<file path="src/rtl/text_term_pkg.sv">
// Shared constants for the 100x30 text terminal: control codes, geometry,
// controller state encoding and the VRAM cell address helper.
package text_term_pkg;

   localparam logic [7:0] ASCII_BS    = 8'h08;
   localparam logic [7:0] ASCII_LF    = 8'h0A;
   localparam logic [7:0] ASCII_FF    = 8'h0C;
   localparam logic [7:0] ASCII_CR    = 8'h0D;
   localparam logic [7:0] ASCII_SP    = 8'h20;
   localparam logic [7:0] ASCII_TILDE = 8'h7E;

   localparam int TXT_COLS = 100;
   localparam int TXT_ROWS = 30;
   localparam int VRAM_AW  = 12;

   localparam logic [2:0] ST_IDLE     = 3'd0;
   localparam logic [2:0] ST_PUT      = 3'd1;
   localparam logic [2:0] ST_CLR_LINE = 3'd2;
   localparam logic [2:0] ST_CLR_SCR  = 3'd3;

   // Clear that must follow the current PUT cycle.
   typedef enum logic [1:0] {
      CLR_NONE = 2'd0,
      CLR_ROW  = 2'd1,
      CLR_ALL  = 2'd2
   } clr_req_t;

   function automatic logic [VRAM_AW-1:0] cell_addr(input logic [4:0] row,
                                                    input logic [6:0] col,
                                                    input int cols);
      return VRAM_AW'(row) * VRAM_AW'(cols) + VRAM_AW'(col);
   endfunction

endpackage

</file>
<file path="src/rtl/cursor_blink_gen.sv">
// Cursor blink generator: toggles blink every BLINK_DIV cycles; restart forces
// the cursor solid and restarts the half-period.
module cursor_blink_gen #(
   parameter int BLINK_DIV = 25000000
) (
   input  logic clk,
   input  logic rst_n,
   input  logic restart,
   output logic blink
);

   localparam int CW = (BLINK_DIV > 1) ? $clog2(BLINK_DIV) : 1;

   logic [CW-1:0] cnt_reg;

   always_ff @(posedge clk or negedge rst_n) begin
      if (!rst_n) begin
         cnt_reg <= '0;
         blink   <= 1'b1;
      end else if (restart) begin
         cnt_reg <= '0;
         blink   <= 1'b1;
      end else if (cnt_reg == CW'(BLINK_DIV - 1)) begin
         cnt_reg <= '0;
         blink   <= ~blink;
      end else begin
         cnt_reg <= cnt_reg + 1'b1;
      end
   end

endmodule

</file>
<file path="src/rtl/text_term_ctrl.sv">
// Text terminal controller: accepts an ASCII stream, writes VRAM cells,
// tracks the cursor and performs row/screen clears.
module text_term_ctrl
   import text_term_pkg::*;
#(
   parameter int COLS      = TXT_COLS,
   parameter int ROWS      = TXT_ROWS,
   parameter int BLINK_DIV = 25000000
) (
   input  logic               clk,
   input  logic               rst_n,
   input  logic               char_valid,
   input  logic [7:0]         char_data,
   output logic               char_ready,
   output logic               vram_we,
   output logic [VRAM_AW-1:0] vram_waddr,
   output logic [7:0]         vram_wdata,
   output logic [6:0]         cursor_x,
   output logic [4:0]         cursor_y,
   output logic               cursor_blink,
   output logic               busy
);

   localparam logic [VRAM_AW-1:0] SCR_LAST = VRAM_AW'(COLS * ROWS - 1);

   logic [2:0]         state_reg;
   clr_req_t           clr_req_reg;
   logic [VRAM_AW-1:0] clr_cnt_reg;
   logic [VRAM_AW-1:0] clr_last_reg;

   logic               accept;
   logic [VRAM_AW-1:0] cur_addr;
   logic [4:0]         y_inc;
   logic [6:0]         x_next;
   logic [4:0]         y_next;
   logic               put_we;
   logic [VRAM_AW-1:0] put_addr;
   logic [7:0]         put_data;
   clr_req_t           req_next;
   logic               cursor_moved;

   assign char_ready = (state_reg == ST_IDLE);
   assign busy       = (state_reg == ST_CLR_LINE) || (state_reg == ST_CLR_SCR);
   assign accept     = char_valid && char_ready;
   assign cur_addr   = cell_addr(cursor_y, cursor_x, COLS);
   assign y_inc      = (cursor_y == 5'(ROWS - 1)) ? 5'd0 : cursor_y + 5'd1;

   always_comb begin
      x_next   = cursor_x;
      y_next   = cursor_y;
      put_we   = 1'b0;
      put_addr = cur_addr;
      put_data = char_data;
      req_next = CLR_NONE;
      if (accept) begin
         if (char_data >= ASCII_SP && char_data <= ASCII_TILDE) begin
            put_we = 1'b1;
            if (cursor_x == 7'(COLS - 1)) begin
               x_next   = 7'd0;
               y_next   = y_inc;
               req_next = CLR_ROW;
            end else begin
               x_next = cursor_x + 7'd1;
            end
         end else begin
            case (char_data)
               ASCII_CR: x_next = 7'd0;
               ASCII_LF: begin
                  x_next   = 7'd0;
                  y_next   = y_inc;
                  req_next = CLR_ROW;
               end
               // Backspace stops at column 0; it never wraps to the previous row.
               ASCII_BS: if (cursor_x != 7'd0) begin
                  x_next   = cursor_x - 7'd1;
                  put_we   = 1'b1;
                  put_addr = cur_addr - VRAM_AW'(1);
                  put_data = ASCII_SP;
               end
               ASCII_FF: begin
                  x_next   = 7'd0;
                  y_next   = 5'd0;
                  req_next = CLR_ALL;
               end
               default: ;
            endcase
         end
      end
   end

   assign cursor_moved = (x_next != cursor_x) || (y_next != cursor_y);

   always_ff @(posedge clk or negedge rst_n) begin
      if (!rst_n) begin
         state_reg    <= ST_CLR_SCR;
         clr_req_reg  <= CLR_NONE;
         clr_cnt_reg  <= SCR_LAST;
         clr_last_reg <= SCR_LAST;
         cursor_x     <= 7'd0;
         cursor_y     <= 5'd0;
         vram_we      <= 1'b0;
         vram_waddr   <= '0;
         vram_wdata   <= 8'd0;
      end else begin
         vram_we <= 1'b0;
         case (state_reg)
            ST_IDLE: if (accept) begin
               state_reg   <= ST_PUT;
               clr_req_reg <= req_next;
               cursor_x    <= x_next;
               cursor_y    <= y_next;
               vram_we     <= put_we;
               if (put_we) begin
                  vram_waddr <= put_addr;
                  vram_wdata <= put_data;
               end
            end
            // cursor_y already holds the new row here, so the row span is taken from it.
            ST_PUT: begin
               clr_req_reg <= CLR_NONE;
               case (clr_req_reg)
                  CLR_ROW: begin
                     state_reg    <= ST_CLR_LINE;
                     clr_cnt_reg  <= VRAM_AW'(COLS - 1);
                     clr_last_reg <= cell_addr(cursor_y, 7'(COLS - 1), COLS);
                  end
                  CLR_ALL: begin
                     state_reg    <= ST_CLR_SCR;
                     clr_cnt_reg  <= SCR_LAST;
                     clr_last_reg <= SCR_LAST;
                  end
                  default: state_reg <= ST_IDLE;
               endcase
            end
            // Down-counter runs to zero while the address ascends to clr_last_reg.
            ST_CLR_LINE, ST_CLR_SCR: begin
               vram_we    <= 1'b1;
               vram_waddr <= clr_last_reg - clr_cnt_reg;
               vram_wdata <= ASCII_SP;
               if (clr_cnt_reg == '0) begin
                  state_reg <= ST_IDLE;
               end else begin
                  clr_cnt_reg <= clr_cnt_reg - VRAM_AW'(1);
               end
            end
            default: state_reg <= ST_IDLE;
         endcase
      end
   end

   cursor_blink_gen #(
      .BLINK_DIV (BLINK_DIV)
   ) u_blink (
      .clk     (clk),
      .rst_n   (rst_n),
      .restart (cursor_moved),
      .blink   (cursor_blink)
   );

endmodule

</file>
<file path="config.mk">
export PLATFORM = sky130hd
export DESIGN_NAME = text_term_ctrl
export DESIGN_NICKNAME = d
export VERILOG_FILES = /design/src/rtl/text_term_pkg.sv /design/src/rtl/cursor_blink_gen.sv /design/src/rtl/text_term_ctrl.sv
export SDC_FILE = /design/constraint.sdc
export NUM_CORES = 1
export LEC_CHECK = 0
export BUFFER_PORTS_ARGS = -buffer_cell sky130_fd_sc_hd__buf_2
export CAP_MARGIN = 40
export CORE_AREA = 3 3 111 113
export DETAILED_ROUTE_END_ITERATION = 12
export DIE_AREA = 0 0 114 116
export HOLD_SLACK_MARGIN = 0.15
export PLACE_DENSITY = 0.72
export SYNTH_ARGS = -nofsm -noshare
export SYNTH_HDL_FRONTEND = slang
export SYNTH_HIERARCHICAL = 1
export SYNTH_SLANG_ARGS = --single-unit
</file>
<file path="constraint.sdc">
create_clock -name clk -period 3.9 [get_ports clk]
set_input_delay 0.39 -clock clk [delete_from_list [all_inputs] [get_ports clk]]
set_output_delay 0.39 -clock clk [all_outputs]
set_load 0.03 [all_outputs]
</file>
[After elaboration in Yosys (flattened, before gate mapping)]
Cells that the tools add are included.
Storage, ports and cells
  register bits: 88
  input port bits: 11
  output and inout port bits: 36
Cells by class
  add/subtract/negate cells: 9
  multiply operators: 1
  $lt $le $gt $ge: 2
  equality and inequality tests: 19
  multiplexer cells: 45
  bitwise gates (word level): 1
  reductions and logical operators: 20
Operator list (number)
  12-bit case mux with 2 select lines: 4
  12-bit two-way mux: 6
  25-bit two-way mux: 2
  8-bit two-way mux: 5
  8-bit by 4-bit equality test with 1-bit output (second input constant): 4
  7-bit two-way mux: 4
  25-bit by 1-bit adder with 25-bit output (second input constant): 1
  25-bit equality test (second input constant): 1
  12-bit by 1-bit subtractor with 12-bit output (second input constant): 2
  5-bit two-way mux: 4
  8-bit case mux with 2 select lines: 1
  7-bit case mux with 2 select lines: 1
  12-bit by 7-bit adder with 12-bit output: 1
  12-bit by 7-bit adder with 12-bit output (second input constant): 1
  12-bit zero test: 1
  2-bit case mux with 2 select lines: 3
  12-bit subtractor: 1
  5-bit by 5-bit multiplier with 10-bit output (second input constant): 1
  5-bit case mux with 2 select lines: 1
  2-bit nonzero test: 5
  3-bit case mux with 3 select lines: 1
  8-bit by 6-bit greater-or-equal comparator with 1-bit output (second input constant): 1
  8-bit by 7-bit <= comparator with 1-bit output (second input constant): 1
  1-bit two-way mux: 8
  other kinds (26): 37

[Longest topological paths before layout]
  word-level depth: 9
  mapped depth: 15

[Cells and area by module]
The synthesis kept the hierarchy.
By module, submodules not included
  text_term_ctrl: instances 1, cells an instance 586, area each 4855.9 um^2, seq. area each 1498.9 um^2
  cursor_blink_gen: instances 1, cells an instance 139, area each 1298.7 um^2, seq. area each 651.9 um^2

[Least setup slack after synthesis]
No wires, ideal clock.
  path type: reg2reg
  start point: register cursor_y[1]
  end point: register vram_waddr[10]
  data arrival time: 3.781 ns
  required time: 3.828 ns
  path slack: 0.047 ns
  stages on the path, launching flop included: 15
  cell sequence: dfrtp_1 inv_1 ha_1 inv_1 ha_1 ha_1 fa_1 buf_2 inv_1 a221o_1 a211oi_1 nor4b_2 a2bb2oi_1 a31o_2 nor2_1
On the way
  word-level cells in the longest chain between the ends: 9
Ends and longest elaborated chain
  start, declared: line text_term_ctrl.sv:19  | output logic [4:0] cursor_y,
  start signal, assigned: line text_term_ctrl.sv:111  | cursor_y <= y_next;
  5-bit by 5-bit multiplier with 10-bit output *: line text_term_pkg.sv:31  | return VRAM_AW'(row) * VRAM_AW'(cols) + VRAM_AW'(col);
  12-bit by 7-bit adder with 12-bit output *: line text_term_pkg.sv:31
  12-bit by 1-bit subtractor with 12-bit output: line text_term_ctrl.sv:77  | put_addr = cur_addr - VRAM_AW'(1);
  12-bit two-way mux: line text_term_ctrl.sv:74  | ASCII_BS: if (cursor_x != 7'd0) begin
  12-bit two-way mux: line text_term_ctrl.sv:66  | case (char_data)
  12-bit two-way mux *: line text_term_ctrl.sv:56  | if (char_data >= ASCII_SP && char_data <= ASCII_TILDE) begin
  12-bit two-way mux *: line text_term_ctrl.sv:113  | if (put_we) begin
  12-bit two-way mux *: line text_term_ctrl.sv:107  | ST_IDLE: if (accept) begin
  12-bit case mux with 2 select lines *: line text_term_ctrl.sv:106  | case (state_reg)
  end signal, assigned: line text_term_ctrl.sv:114  | vram_waddr <= put_addr;
  end signal, assigned: line text_term_ctrl.sv:138  | vram_waddr <= clr_last_reg - clr_cnt_reg;
  end, declared: line text_term_ctrl.sv:16  | output logic [VRAM_AW-1:0] vram_waddr,
Mark *: on every way between the ends. The rest lies on a longest branch, timed or not. The select of a mux whose other input is x is not followed.
A chain may end at the register's enable or synchronous reset.

[Worst setup path in the final report]
  start point: register cursor_y[1]
  end point: register vram_waddr[11]
Same word-level chain as after synthesis.

==> impl_metrics.py <==
metrics = {
    "synth": {
        "synth_top_area_cell": "dfrtp_1",
        "ys_ff_latch": 85,
        "synth_area_mm2": 0.00615,
        "synth_top_area_share_pct": 26.8,
        "netlist-cell-type-count": 72,
        "postSynthAreaPerCell_um2": 8.49,
        "synthTopCellsByArea": "dfrtp_1 (27%), dfstp_2 (8.1%), ha_1 (7.7%)",
        "synth_edf_count": 0,
        "yosys_warnings": 6,
        "synthArstFlopShare_pct": 100,
        "syn_nets": 777,
        "yosysSeqAreaShare_pct": 34.9,
        "synth-main-ff-cell": "dfrtp_1",
        "synth_cells": 725,
    },
    "placement": {
        "globalplace.congestion": 0.922,
        "port_buffers": 46,
        "hpwlAfterDp_mm": 11.7,
    },
    "global_routing": {
        "grt_pass1_vias": 5252,
        "antenna_found_initial": 0,
        "grt_util_all_layers_pct": 24.6,
        "grt_max_degree": 55,
        "gr-total-overflow": 0,
        "grt_pass1_wl_mm": 26.0,
    },
    "cells_and_area": {
        "final_util_pct": 60.2,
        "multi_input_area_mm2": 0.00371,
        "fin_nets": 815,
        "drive_gt1_share_pct": 14.9,
        "area_growth_pct": 11.8,
        "final_cell_mix": "nor2_1 (70), dfrtp_1 (66), nand2_1 (65)",
        "regArea_mm2": 0.00215,
        "fillCellCount": 1058,
        "largest_reg_flops": 25,
        "antenna_cells": 0,
        "layout_commonest_cell": "nor2_1",
    },
    "pwr": {
        "p_clk_share_pct": 16.9,
        "ir_drop_mv": 0.660,
        "post-layout-total-power_w": 0.00582,
        "powerDensity_mw_per_mm2": 846,
        "p_int_w": 0.00314,
        "p_comb_share_pct": 57.8,
        "p_leak_nw": 2.95,
        "sw_frac_of_total_pct": 46.1,
        "p_sw_w": 0.00269,
        "power_frac_seq_pct": 25.3,
    },
    "route": {
        "wl_per_cell_um": 17.4,
        "ant_nets": 0,
        "finalWirelength_mm": 15.9,
        "drt_iter0_markers": 448,
        "viasPerCell": 6.12,
        "drc": 0,
        "dr.pass1.iters": 5,
        "routed-via-count": 5566,
    },
    "sta": {
        "slew_viol_final": 0,
        "fin_skew_ns": 0.00952,
        "finalHoldViolations": 0,
        "maxSlewHeadroom_pct": 41.3,
        "setup_viol": 0,
        "max_freq_mhz": 276,
        "holdWs_ns": 0.317,
        "setup_tns_ns": 0,
        "period_share_pct": 92.9,
        "rsz0062_at_grt": "false",
        "period_minus_slack_ns": 3.62,
        "worstMarginPinSlew_ns": 0.871,
    },
    "floorplan": {
        "die_w_um": 114,
        "die-area_mm2": 0.0132,
        "num_io_pins": 47,
        "rows": 39,
        "die_h_um": 116,
        "start_util_pct": 53.9,
        "core_area_mm2": 0.0114,
    },
    "critical_path": {
        "startpoint_type": "register",
        "crit_path_end_kind": "register",
        "crit_type": "register to register",
        "cp.required_ns": 4.11,
        "worst_ep_arrival_time_ns": 3.84,
        "cp_max_fo": 7,
    },
    "cts": {
        "clock_latency_ns": 0.35,
        "htreeDepth": 3,
        "cts-root-buf": "clkbuf_16",
        "clk_path_buf_depth": 2,
        "clk_pin_slew_ns": 0.06,
        "cts_tree": "built",
        "cts.sinks": 85,
        "cts_buffers": 9,
    },
    "run_status": {
        "status": "finished, final reports clean",
    },
    "worst_hold_path": {
        "hp-class": "input pin to register",
    },
    "flow_run": {
        "maxCapViolCount": 0,
    },
}
-- metal layers --
layer	GRT usage, %	wire length, µm	up-vias
met2	38.3	7400	178
met3	3.03	919	28
met1	35.0	7210	2670
li1	-	-	2690
met5	0	0	-
met4	10.1	337	0
-- critical path, cell delays in order (launching register included) --
cell,delay (ns)
dfrtp_1,0.47
inv_1,0.09
ha_1,0.31
inv_1,0.06
ha_1,0.28
ha_1,0.34
ha_1,0.37
inv_1,0.10
a211oi_1,0.30
o211ai_1,0.18
a2111oi_2,0.48
o2111ai_1,0.21
xnor2_1,0.19
a21oi_1,0.09
-- power groups by stage --
stage	combinational, W	clock (W)	sequential [W]
final	0.00336	0.000984	0.00148
after global routing	0.00373	0.00103	0.00151
after CTS	0.00331	0.000993	0.00147
after detailed placement	0.00328	0	0.00148
after global placement	0.00323	0	0.00147
after floorplan	0.00228	0	0.00163
-- kinds of logic after synthesis --
logic type               count (synthesis)  share of synthesized area, %
XOR/XNOR                                47                          6.69
multiplexers                            10                          1.63
AO/OA/AOI/OAI                          187                          19.5
buffers and inverters                   73                          4.98
flip-flops                              85                          34.9
AND/OR/NAND/NOR                        282                          23.5
adder cells (fa/ha/maj)                 41                          8.70
-- final cells by class --
type | count | area share, %
multi-input combinational | 567 | 53.9
sequential | 85 | 31.3
timing repair buffer | 61 | 5.17
clock buffer | 9 | 3.27
tap | 143 | 2.60
inverter | 39 | 2.13
clock inverter | 6 | 1.62
-- path summary, 6_finish.rpt --
path | from | to | slack, ns | cells after the start
max | cursor_y[1] | vram_waddr[11] | 0.28 | 13
min | char_data[4] | vram_wdata[4] | 0.32 | 3
max reg2reg | cursor_y[1] | vram_waddr[11] | 0.28 | 13
min reg2reg | u_blink/cnt_reg[0] | u_blink/cnt_reg[0] | 0.46 | 1
max in group asynchronous | rst_n | clr_last_reg[2] | 2.33 | 3
min in group asynchronous | rst_n | u_blink/cnt_reg[21] | 0.62 | 2
-- timing repair --
action                     CTS  global route
setup endpoints to repair    0             1
gates resized for setup      0             2
hold buffers                 1             0
hold endpoints to repair    37             0
setup buffers                0             0
-- Yosys cell counts, drive strengths merged, types with 5 or more instances --
cell type and n:
xnor2 32, nand2b 11, o31ai 8, or2 5
or4 7, nor3 16, nand4 14, and3 6
buf 10, nand3 30, ha 38, o21ai 49
dfrtp 66, a211oi 7, nor2 70, a31oi 6
dfstp 19, xor2 15, a21oi 58, nor4 10
nor2b 6, or3 13, mux2i 10, inv 39
nand2 66, clkbuf 24, and2 9, o21a 6
nand3b 5
-- metrics by stage --
step / instance area [µm²] / setup slack (ns) / cells
detailed placement: 6520 / 0.250 / 894
CTS: 6870 / 0.235 / 910
finish: 6880 / 0.277 / 910
floorplan: 6150 / 0.0473 / 725
global route: 6880 / 0.0776 / 910
global placement: 6500 / 0.345 / 893
No activity file was read; power rests on OpenSTA's default activity.
